[src/rtl/ex_alu_mc.sv]
// Multi-cycle execute-stage ALU: single-cycle logic/shift/compare ops plus
// iterative shift-add multiply and restoring divide behind valid/ready handshakes.
`timescale 1ns/1ps
module ex_alu_mc #(
    parameter int WIDTH   = 32,
    parameter int SHAMT_W = $clog2(WIDTH)
) (
    input  logic             clk,
    input  logic             rst,
    input  logic             flush,
    input  logic             in_valid,
    output logic             in_ready,
    input  logic [4:0]       op,
    input  logic [WIDTH-1:0] src1,
    input  logic [WIDTH-1:0] src2,
    output logic             out_valid,
    input  logic             out_ready,
    output logic [WIDTH-1:0] result_lo,
    output logic [WIDTH-1:0] result_hi,
    output logic             ovf,
    output logic             dz
);
    localparam logic [4:0] OP_ADD   = 5'd0;
    localparam logic [4:0] OP_SUB   = 5'd1;
    localparam logic [4:0] OP_AND   = 5'd2;
    localparam logic [4:0] OP_OR    = 5'd3;
    localparam logic [4:0] OP_NOR   = 5'd4;
    localparam logic [4:0] OP_XOR   = 5'd5;
    localparam logic [4:0] OP_SLL   = 5'd6;
    localparam logic [4:0] OP_SRL   = 5'd7;
    localparam logic [4:0] OP_SRA   = 5'd8;
    localparam logic [4:0] OP_ROR   = 5'd9;
    localparam logic [4:0] OP_SEQ   = 5'd10;
    localparam logic [4:0] OP_SLT   = 5'd11;
    localparam logic [4:0] OP_SLTU  = 5'd12;
    localparam logic [4:0] OP_MULT  = 5'd13;
    localparam logic [4:0] OP_MULTU = 5'd14;
    localparam logic [4:0] OP_DIV   = 5'd15;
    localparam logic [4:0] OP_DIVU  = 5'd16;

    typedef enum logic [1:0] {
        S_IDLE = 2'd0,
        S_MUL  = 2'd1,
        S_DIV  = 2'd2,
        S_DONE = 2'd3
    } state_t;

    state_t               r_state;
    state_t               w_state_nxt;
    logic                 r_in_ready;
    logic                 r_out_valid;
    logic [WIDTH-1:0]     r_lo;
    logic [WIDTH-1:0]     r_hi;
    logic                 r_ovf;
    logic                 r_dz;
    logic [WIDTH-1:0]     r_a;
    logic [WIDTH-1:0]     r_mq;
    logic [WIDTH-1:0]     r_acc;
    logic [SHAMT_W-1:0]   r_cnt;
    logic                 r_neg;
    logic                 r_rem_neg;
    logic                 r_div_zero;

    logic                 w_accept;
    logic                 w_last;
    logic                 w_is_mul;
    logic                 w_is_div;
    logic                 w_is_signed;
    logic [SHAMT_W-1:0]   w_shamt;
    logic [SHAMT_W-1:0]   w_rol_amt;
    logic [WIDTH-1:0]     w_sum;
    logic [WIDTH-1:0]     w_diff;
    logic [WIDTH-1:0]     w_sc_lo;
    logic                 w_sc_ovf;
    logic                 w_s1_neg;
    logic                 w_s2_neg;
    logic [WIDTH-1:0]     w_mag1;
    logic [WIDTH-1:0]     w_mag2;
    logic [WIDTH:0]       w_madd;
    logic [WIDTH-1:0]     w_mul_acc;
    logic [WIDTH-1:0]     w_mul_mq;
    logic [WIDTH:0]       w_dsub;
    logic                 w_qbit;
    logic [WIDTH-1:0]     w_div_acc;
    logic [WIDTH-1:0]     w_div_mq;
    logic [2*WIDTH-1:0]   w_prod;
    logic [2*WIDTH-1:0]   w_prod_fix;
    logic [WIDTH-1:0]     w_quo_fix;
    logic [WIDTH-1:0]     w_rem_fix;

    assign w_accept    = (r_state == S_IDLE) && in_valid && !flush;
    assign w_last      = (r_cnt == SHAMT_W'(WIDTH - 1));
    assign w_is_mul    = (op == OP_MULT) || (op == OP_MULTU);
    assign w_is_div    = (op == OP_DIV) || (op == OP_DIVU);
    assign w_is_signed = (op == OP_MULT) || (op == OP_DIV);

    assign in_ready  = r_in_ready;
    assign out_valid = r_out_valid;
    assign result_lo = r_lo;
    assign result_hi = r_hi;
    assign ovf       = r_ovf;
    assign dz        = r_dz;

    // Next-state decode; flush overrides every handshake
    always_comb begin
        w_state_nxt = r_state;
        if (flush) begin
            w_state_nxt = S_IDLE;
        end else begin
            case (r_state)
                S_IDLE: begin
                    if (!in_valid) begin
                        w_state_nxt = S_IDLE;
                    end else if (w_is_mul) begin
                        w_state_nxt = S_MUL;
                    end else if (w_is_div) begin
                        w_state_nxt = S_DIV;
                    end else begin
                        w_state_nxt = S_DONE;
                    end
                end
                S_MUL, S_DIV: begin
                    if (w_last) begin
                        w_state_nxt = S_DONE;
                    end else begin
                        w_state_nxt = r_state;
                    end
                end
                S_DONE: begin
                    if (out_ready) begin
                        w_state_nxt = S_IDLE;
                    end else begin
                        w_state_nxt = S_DONE;
                    end
                end
                default: w_state_nxt = S_IDLE;
            endcase
        end
    end

    // State register with handshake flags registered from the next state
    always_ff @(posedge clk) begin
        if (rst) begin
            r_state     <= S_IDLE;
            r_in_ready  <= 1'b1;
            r_out_valid <= 1'b0;
        end else begin
            r_state     <= w_state_nxt;
            r_in_ready  <= (w_state_nxt == S_IDLE);
            r_out_valid <= (w_state_nxt == S_DONE);
        end
    end

    // Rotate-right is built from a right shift and a left shift by the negated amount
    assign w_shamt   = src1[SHAMT_W-1:0];
    assign w_rol_amt = -w_shamt;
    assign w_sum     = src1 + src2;
    assign w_diff    = src1 - src2;

    // Single-cycle result and overflow
    always_comb begin
        w_sc_lo  = {WIDTH{1'b0}};
        w_sc_ovf = 1'b0;
        case (op)
            OP_ADD: begin
                w_sc_lo  = w_sum;
                w_sc_ovf = (src1[WIDTH-1] == src2[WIDTH-1]) && (w_sum[WIDTH-1] != src1[WIDTH-1]);
            end
            OP_SUB: begin
                w_sc_lo  = w_diff;
                w_sc_ovf = (src1[WIDTH-1] != src2[WIDTH-1]) && (w_diff[WIDTH-1] != src1[WIDTH-1]);
            end
            OP_AND:  w_sc_lo = src1 & src2;
            OP_OR:   w_sc_lo = src1 | src2;
            OP_NOR:  w_sc_lo = ~(src1 | src2);
            OP_XOR:  w_sc_lo = src1 ^ src2;
            OP_SLL:  w_sc_lo = src2 << w_shamt;
            OP_SRL:  w_sc_lo = src2 >> w_shamt;
            OP_SRA:  w_sc_lo = WIDTH'($signed(src2) >>> w_shamt);
            OP_ROR:  w_sc_lo = (src2 >> w_shamt) | (src2 << w_rol_amt);
            OP_SEQ:  w_sc_lo = {{(WIDTH-1){1'b0}}, (src1 == src2)};
            OP_SLT:  w_sc_lo = {{(WIDTH-1){1'b0}}, ($signed(src1) < $signed(src2))};
            OP_SLTU: w_sc_lo = {{(WIDTH-1){1'b0}}, (src1 < src2)};
            default: begin
                w_sc_lo  = {WIDTH{1'b0}};
                w_sc_ovf = 1'b0;
            end
        endcase
    end

    // Signed mul/div run on magnitudes; signs are reapplied on the final iteration
    assign w_s1_neg = w_is_signed && src1[WIDTH-1];
    assign w_s2_neg = w_is_signed && src2[WIDTH-1];
    assign w_mag1   = w_s1_neg ? -src1 : src1;
    assign w_mag2   = w_s2_neg ? -src2 : src2;

    assign w_madd    = {1'b0, r_acc} + (r_mq[0] ? {1'b0, r_a} : {(WIDTH+1){1'b0}});
    assign w_mul_acc = w_madd[WIDTH:1];
    assign w_mul_mq  = {w_madd[0], r_mq[WIDTH-1:1]};

    assign w_dsub    = {r_acc, r_mq[WIDTH-1]} - {1'b0, r_a};
    assign w_qbit    = ~w_dsub[WIDTH];
    assign w_div_acc = w_qbit ? w_dsub[WIDTH-1:0] : {r_acc[WIDTH-2:0], r_mq[WIDTH-1]};
    assign w_div_mq  = {r_mq[WIDTH-2:0], w_qbit};

    assign w_prod     = {w_mul_acc, w_mul_mq};
    assign w_prod_fix = r_neg ? -w_prod : w_prod;
    assign w_quo_fix  = r_div_zero ? {WIDTH{1'b1}} : (r_neg ? -w_div_mq : w_div_mq);
    assign w_rem_fix  = r_rem_neg ? -w_div_acc : w_div_acc;

    // Operand capture, iteration datapath and result registers
    always_ff @(posedge clk) begin
        if (rst) begin
            r_lo       <= {WIDTH{1'b0}};
            r_hi       <= {WIDTH{1'b0}};
            r_ovf      <= 1'b0;
            r_dz       <= 1'b0;
            r_a        <= {WIDTH{1'b0}};
            r_mq       <= {WIDTH{1'b0}};
            r_acc      <= {WIDTH{1'b0}};
            r_cnt      <= {SHAMT_W{1'b0}};
            r_neg      <= 1'b0;
            r_rem_neg  <= 1'b0;
            r_div_zero <= 1'b0;
        end else if (w_accept) begin
            r_lo       <= w_sc_lo;
            r_hi       <= {WIDTH{1'b0}};
            r_ovf      <= w_sc_ovf;
            r_dz       <= 1'b0;
            r_a        <= w_mag2;
            r_mq       <= w_mag1;
            r_acc      <= {WIDTH{1'b0}};
            r_cnt      <= {SHAMT_W{1'b0}};
            r_neg      <= w_s1_neg ^ w_s2_neg;
            r_rem_neg  <= w_s1_neg;
            r_div_zero <= w_is_div && (src2 == {WIDTH{1'b0}});
        end else if ((r_state == S_MUL) && !flush) begin
            r_acc <= w_mul_acc;
            r_mq  <= w_mul_mq;
            r_cnt <= r_cnt + {{(SHAMT_W-1){1'b0}}, 1'b1};
            if (w_last) begin
                r_lo <= w_prod_fix[WIDTH-1:0];
                r_hi <= w_prod_fix[2*WIDTH-1:WIDTH];
            end
        end else if ((r_state == S_DIV) && !flush) begin
            r_acc <= w_div_acc;
            r_mq  <= w_div_mq;
            r_cnt <= r_cnt + {{(SHAMT_W-1){1'b0}}, 1'b1};
            if (w_last) begin
                r_lo <= w_quo_fix;
                r_hi <= w_rem_fix;
                r_dz <= r_div_zero;
            end
        end
    end
endmodule

[config.mk]
export PLATFORM = sky130hd
export DESIGN_NAME = ex_alu_mc
export DESIGN_NICKNAME = d
export VERILOG_FILES = /design/src/rtl/ex_alu_mc.sv
export SDC_FILE = /design/constraint.sdc
export NUM_CORES = 2
export LEC_CHECK = 0
export ABC_AREA = 1
export CORE_ASPECT_RATIO = 1.75
export CORE_MARGIN = 10
export CORE_UTILIZATION = 42
export CTS_BUF_LIST = sky130_fd_sc_hd__clkbuf_4
export DETAILED_ROUTE_END_ITERATION = 6
export GPL_ROUTABILITY_DRIVEN = 0
export GPL_TIMING_DRIVEN = 1
export PLACE_DENSITY = 0.66
export SYNTH_ARGS = -nofsm -noshare
export SYNTH_HDL_FRONTEND = slang
export SYNTH_SLANG_ARGS = --single-unit
[constraint.sdc]
create_clock -name clk -period 4.44 [get_ports clk]
set_clock_uncertainty 0.15 [all_clocks]
set_input_delay 0.444 -clock clk [delete_from_list [all_inputs] [get_ports clk]]
set_output_delay 0.444 -clock clk [all_outputs]
set_load 0.05 [all_outputs]
==> results.tsv, run 1 <==
stage	metric	value	unit
status	status	did not finish	
status	Failed at	5_1_grt	
status	Stop Error	[ERROR GRT-0232] Routing congestion too high. Check the congestion heatmap in the GUI.	
yosys	Synth Register Bits	174	
yosys	Syn Nets	5423	
floorplanning	Die Y	360	µm
floorplanning	I/O pin total	142	
placement	Cell Area, Placed	0.0310	mm²
clock_network	H-tree depth	4	
yosys	Post-synth top flop	dfxtp_1	
yosys	post-synthesis sequential area ratio	0.125	
clock_network	Sink Count	174	
clock_network	clock root buffer	clkbuf_4	
floorplanning	# rows	124	
yosys	Avg Inst Size Synth	5.38	µm²
clock_network	cts hold-fix bufs	0	
yosys	ys async rst share	0	
global_routing	Total GRT Usage	0.468	
floorplanning	Die W	215	µm
placement	PortBufs	141	
placement	post-DP HPWL	131000	µm
global_routing	pin count of the biggest net entering global routing	75	
floorplanning	Initial Util	0.425	
yosys	Synth cell types	66	
placement	placed insts	6176	
yosys	Syn Inst Count	5173	
global_routing	Overflow after GRT	4	
placement	DP Worst Slack	-0.182	ns
clock_network	CTS Buf Count	17	
yosys	Cell Area, Synth	0.0278	mm²
clock_network	Max Root-Sink Buffers	2	
yosys	total number of yosys warnings	0	
yosys	Post-synth EDFFs	0	
-- timing repair --
action	4_1_cts
endpoints found under the setup margin	1
resized for setup	1
buffers inserted	0
-- logic make-up after synthesis --
group,count (synthesis),share of synthesized area
XOR/XNOR,80,0.0252
AO/OA/AOI/OAI,1247,0.257
AND/OR/NAND/NOR,2540,0.380
adder cells (fa/ha/maj),176,0.0803
buffers and inverters,951,0.131
flip-flops,174,0.125
multiplexers,5,0.00180
-- Yosys cell counts (5+ instances only) --
library cell  instances  area share
nand2_1            1452        0.20
inv_1               698       0.094
o21ai_0             525       0.094
nor2_1              521       0.070
a21oi_1             353       0.064
nand3_1             350       0.063
clkbuf_1            189       0.026
dfxtp_1             174        0.13
ha_1                172       0.077
a31oi_1              83       0.019
o211ai_1             76       0.021
nor3_1               63       0.011
xor2_1               59       0.019
nand4_1              55       0.012
o22ai_1              34      0.0076
buf_1                24      0.0032
a221oi_1             22      0.0069
nand2_2              21      0.0047
xnor2_1              21      0.0066
a211oi_1             20      0.0054
o2111ai_1            20      0.0063
or2_2                19      0.0043
o21a_1               18      0.0049
o221ai_1             17      0.0054
clkinv_1             12      0.0016
nand3b_1             11      0.0030
inv_2                10      0.0013
nor4_1               10      0.0022
o21bai_1             10      0.0027
o31ai_1              10      0.0027
a21o_1                9      0.0024
nor2_2                9      0.0020
buf_2                 8      0.0014
a22oi_1               7      0.0019
a311oi_1              6      0.0019
and2_1                6      0.0013
and3_1                5      0.0011
buf_4                 5      0.0013
mux2i_1               5      0.0018
o21ai_1               5     0.00090
o21ai_2               5      0.0016
-- metal layers --
layer  GRT overflow  global-route usage
met5              0              0.0276
met4              4               0.523
met3              0               0.266
met2              0               0.678
met1              0               0.436
-- metrics by stage --
step            util  hold WS (ns)
2_1_floorplan      -         0.291
3_3_place_gp   0.474         0.311
3_5_place_dp   0.474         0.332
4_1_cts        0.478         0.256
==> inputs of run 2 (changes only) <==
==> config.mk (replaced) <==
export PLATFORM = sky130hd
export DESIGN_NAME = ex_alu_mc
export DESIGN_NICKNAME = d
export VERILOG_FILES = /design/src/rtl/ex_alu_mc.sv
export SDC_FILE = /design/constraint.sdc
export NUM_CORES = 2
export LEC_CHECK = 0
export ABC_AREA = 1
export CORE_MARGIN = 10
export CORE_UTILIZATION = 27
export DETAILED_ROUTE_END_ITERATION = 6
export GPL_ROUTABILITY_DRIVEN = 0
export GPL_TIMING_DRIVEN = 1
export PLACE_DENSITY_LB_ADDON = 0.15
export SYNTH_ARGS = -nofsm -noshare
export SYNTH_HDL_FRONTEND = slang
export SYNTH_SLANG_ARGS = --single-unit
==> run 2 against run 1 <==
The run now ends clean. Synthesized area unchanged. Synthesized cell count unchanged.
==> results.tsv, run 2 <==
stage	metric	value	unit
timing	Hold WS	0.340	ns
timing	final setup violating endpoints	0	
clock_network	clock root buffer	clkbuf_16	
routing	WL final	161000	µm
setup_path	worst path required time	4.70	ns
status	status	complete, no violations	
routing	remaining antenna violation count	0	
cells_and_area	final layout net count	5562	
cells_and_area	Area Overhead vs Synth	16.1	%
setup_path	CP Launch Type	register	
floorplanning	Die W	341	µm
floorplanning	# rows	117	
pwr	switch share	0.526	
timing	max frequency	245	MHz
clock_network	Max Root-Sink Buffers	2	
pwr	Int Pwr	3.56	mW
setup_path	slowest cell delay on critical path	0.43	ns
cells_and_area	Final Non-Filler Cells	6694	
timing	Final min period	4.07	ns
pwr	VDD IR max	0.000321	V
setup_path	kind of critical path	register to register	
global_routing	initial antenna violation count	6	
setup_path	Worst Path Max Fanout	31	
pwr	Net Sw Power	3.94	mW
pwr	Clk network pwr share	0.213	
timing	Hold Vio Cnt, Final	0	
pwr	sequential power share	0.234	
yosys	leading post-synthesis cells by cell area	nand2_1 20%, dfxtp_1 13%, o21ai_0 9.4%	
cells_and_area	Final Instance Area	0.0323	mm²
worst_hold_path	HP Class	register to register	
cells_and_area	leading cell types in the layout, fill and taps excluded	1,451 x nand2_1, 695 x inv_1, 524 x o21ai_0	
yosys	Synth Register Bits	174	
setup_path	Setup crit end kind	register	
yosys	most frequent cell after synthesis	nand2_1	
yosys	top-area cell type share of the netlist area	0.196	
yosys	ys async rst share	0	
yosys	total number of yosys warnings	0	
clock_network	clk_lat worst skew	0.52	ns
routing	vias per cell	5.46	
routing	Residual DRC	0	
yosys	Syn Inst Count	5173	
global_routing	Total GRT Usage	0.264	
flow_run	max-cap viol count	0	
routing	Via Count	36600	
yosys	Syn Nets	5423	
setup_path	Top delay family on crit path	compound AO/OA/AOI/OAI gates	
timing	TNS Setup	0	ns
yosys	Cell Area, Synth	0.0278	mm²
setup_path	CP arrival	4.33	ns
placement	placed insts	6660	
timing	setup ws final	0.366	ns
routing	WL/cell	24.0	µm
yosys	Post-synth top flop	dfxtp_1	
global_routing	pin count of the biggest net entering global routing	124	
pwr	total chip power	7.50	mW
cells_and_area	share of cells above drive strength 1	0.0648	
setup_path	Worst path slowest cell	dfxtp_1	
global_routing	Overflow after GRT	0	
routing	DR iter-0 viols	4522	
timing	Final Max Slew Viols	0	
clock_network	Sink Count	174	
clock_network	CTS Buf Count	17	
global_routing	first-pass GRT wire length	231000	µm
floorplanning	I/O pin total	142	
routing	First-pass DRT Iterations	7	
timing	final period utilization	0.918	
yosys	post-synthesis sequential area ratio	0.125	
placement	post-DP HPWL	132000	µm
clock_network	Worst-path clk slew	0.08	ns
floorplanning	Die ar.	0.116	mm²
yosys	leading area contributor after synthesis	nand2_1	
pwr	leakage	15.6	nW
floorplanning	Die Y	341	µm
cells_and_area	commonest non-fill, non-tap cell in the layout	nand2_1	
yosys	Synth cell types	66	
timing	RSZ-0062 raised after global routing	no	
global_routing	vias in the first global route	33900	
cells_and_area	final core utilization	0.316	
floorplanning	Initial Util	0.273	
timing	slew margin rel.	0.310	
pwr	Pwr Density	232	mW/mm²
placement	PortBufs	141	
placement	DP Worst Slack	0.147	ns
clock_network	cts hold-fix bufs	0	
pwr	Comb power frac	0.553	
yosys	most instantiated cells after synthesis	1,452 x nand2_1, 698 x inv_1, 525 x o21ai_0	
placement	Cell Area, Placed	0.0317	mm²
yosys	Avg Inst Size Synth	5.38	µm²
setup_path	Buf/Inv on CP	6	
yosys	Post-synth EDFFs	0	
clock_network	H-tree depth	4	
clock_network	CTS tree	built	
setup_path	crit-path cells	buf_12, nand2_1, inv_1, ha_1, a21oi_1, a21boi_0, nand2_1, xnor2_1, buf_4, inv_1, nor2_1, nand3_1, nor2_1, buf_4, nor2_1, a211oi_1, buf_4, a21oi_1	
timing	Slew @ Worst Pin	1.03	ns
floorplanning	Core ar.	0.102	mm²
-- run 2: cell counts after synthesis --
Identical to the previous run, type by type.
-- run 2: area by class of cell --
class | instances | area (µm²)
diodes | 1 | 2.50
inverters | 720 | 2700
clock buffers | 17 | 425
fillers | 12000 | 69800
well taps | 1368 | 1710
repair buffers | 350 | 3050
multi-input cells | 4049 | 20700
flip-flops and latches | 174 | 3490
clock inverters | 15 | 151
-- run 2: metal layers --
layer	vias to the layer above	GRT usage	wire [µm]
met5	-	0	13
met2	1959	0.409	68500
met1	16800	0.331	66000
met3	450	0.0518	14000
li1	17400	-	-
met4	2	0.171	12400
-- run 2: power by group through the flow --
stage / logic, mW / clock network [mW] / registers, mW
3_5_place_dp: 3.98 / 0 / 1.78
4_1_cts: 4.01 / 1.64 / 1.75
6_report: 4.15 / 1.60 / 1.75
2_1_floorplan: 2.45 / 0 / 1.81
5_1_grt: 4.46 / 1.69 / 1.76
3_3_place_gp: 4.00 / 0 / 1.79
-- run 2: worst paths after layout --
path	start	end	slack (ns)	depth (start not counted)
setup reg to reg	r_mq[0]	result_hi[17]	0.37	18
setup / recovery	r_mq[0]	result_hi[17]	0.37	18
hold reg to reg	r_cnt[3]	r_cnt[3]	0.34	2
hold / removal	r_cnt[3]	r_cnt[3]	0.34	2
-- run 2: cell families after synthesis --
family          Yosys count  synth area share
compound gates         1247             0.257
xor+xnor                 80            0.0252
fa+ha+maj               176            0.0803
buf+inv                 951             0.131
flops                   174             0.125
mux                       5           0.00180
simple gates           2540             0.380
-- run 2: what timing repair did --
item / 4_1_cts / 5_1_grt
setup buffers: 0 / 0
resized for setup: 0 / 4
setup endpoints to repair: 0 / 19
-- run 2: worst reg2reg max path: stages, from the launching register on --
cell and delay [ns]:
dfxtp_1 0.43, buf_12 0.22, nand2_1 0.12, inv_1 0.11, ha_1 0.30, a21oi_1 0.21
a21boi_0 0.33, nand2_1 0.23, xnor2_1 0.31, buf_4 0.18, inv_1 0.05, nor2_1 0.15
nand3_1 0.19, nor2_1 0.13, buf_4 0.15, nor2_1 0.06, a211oi_1 0.41, buf_4 0.18
a21oi_1 0.05
Power figures use the tool's default switching activity.
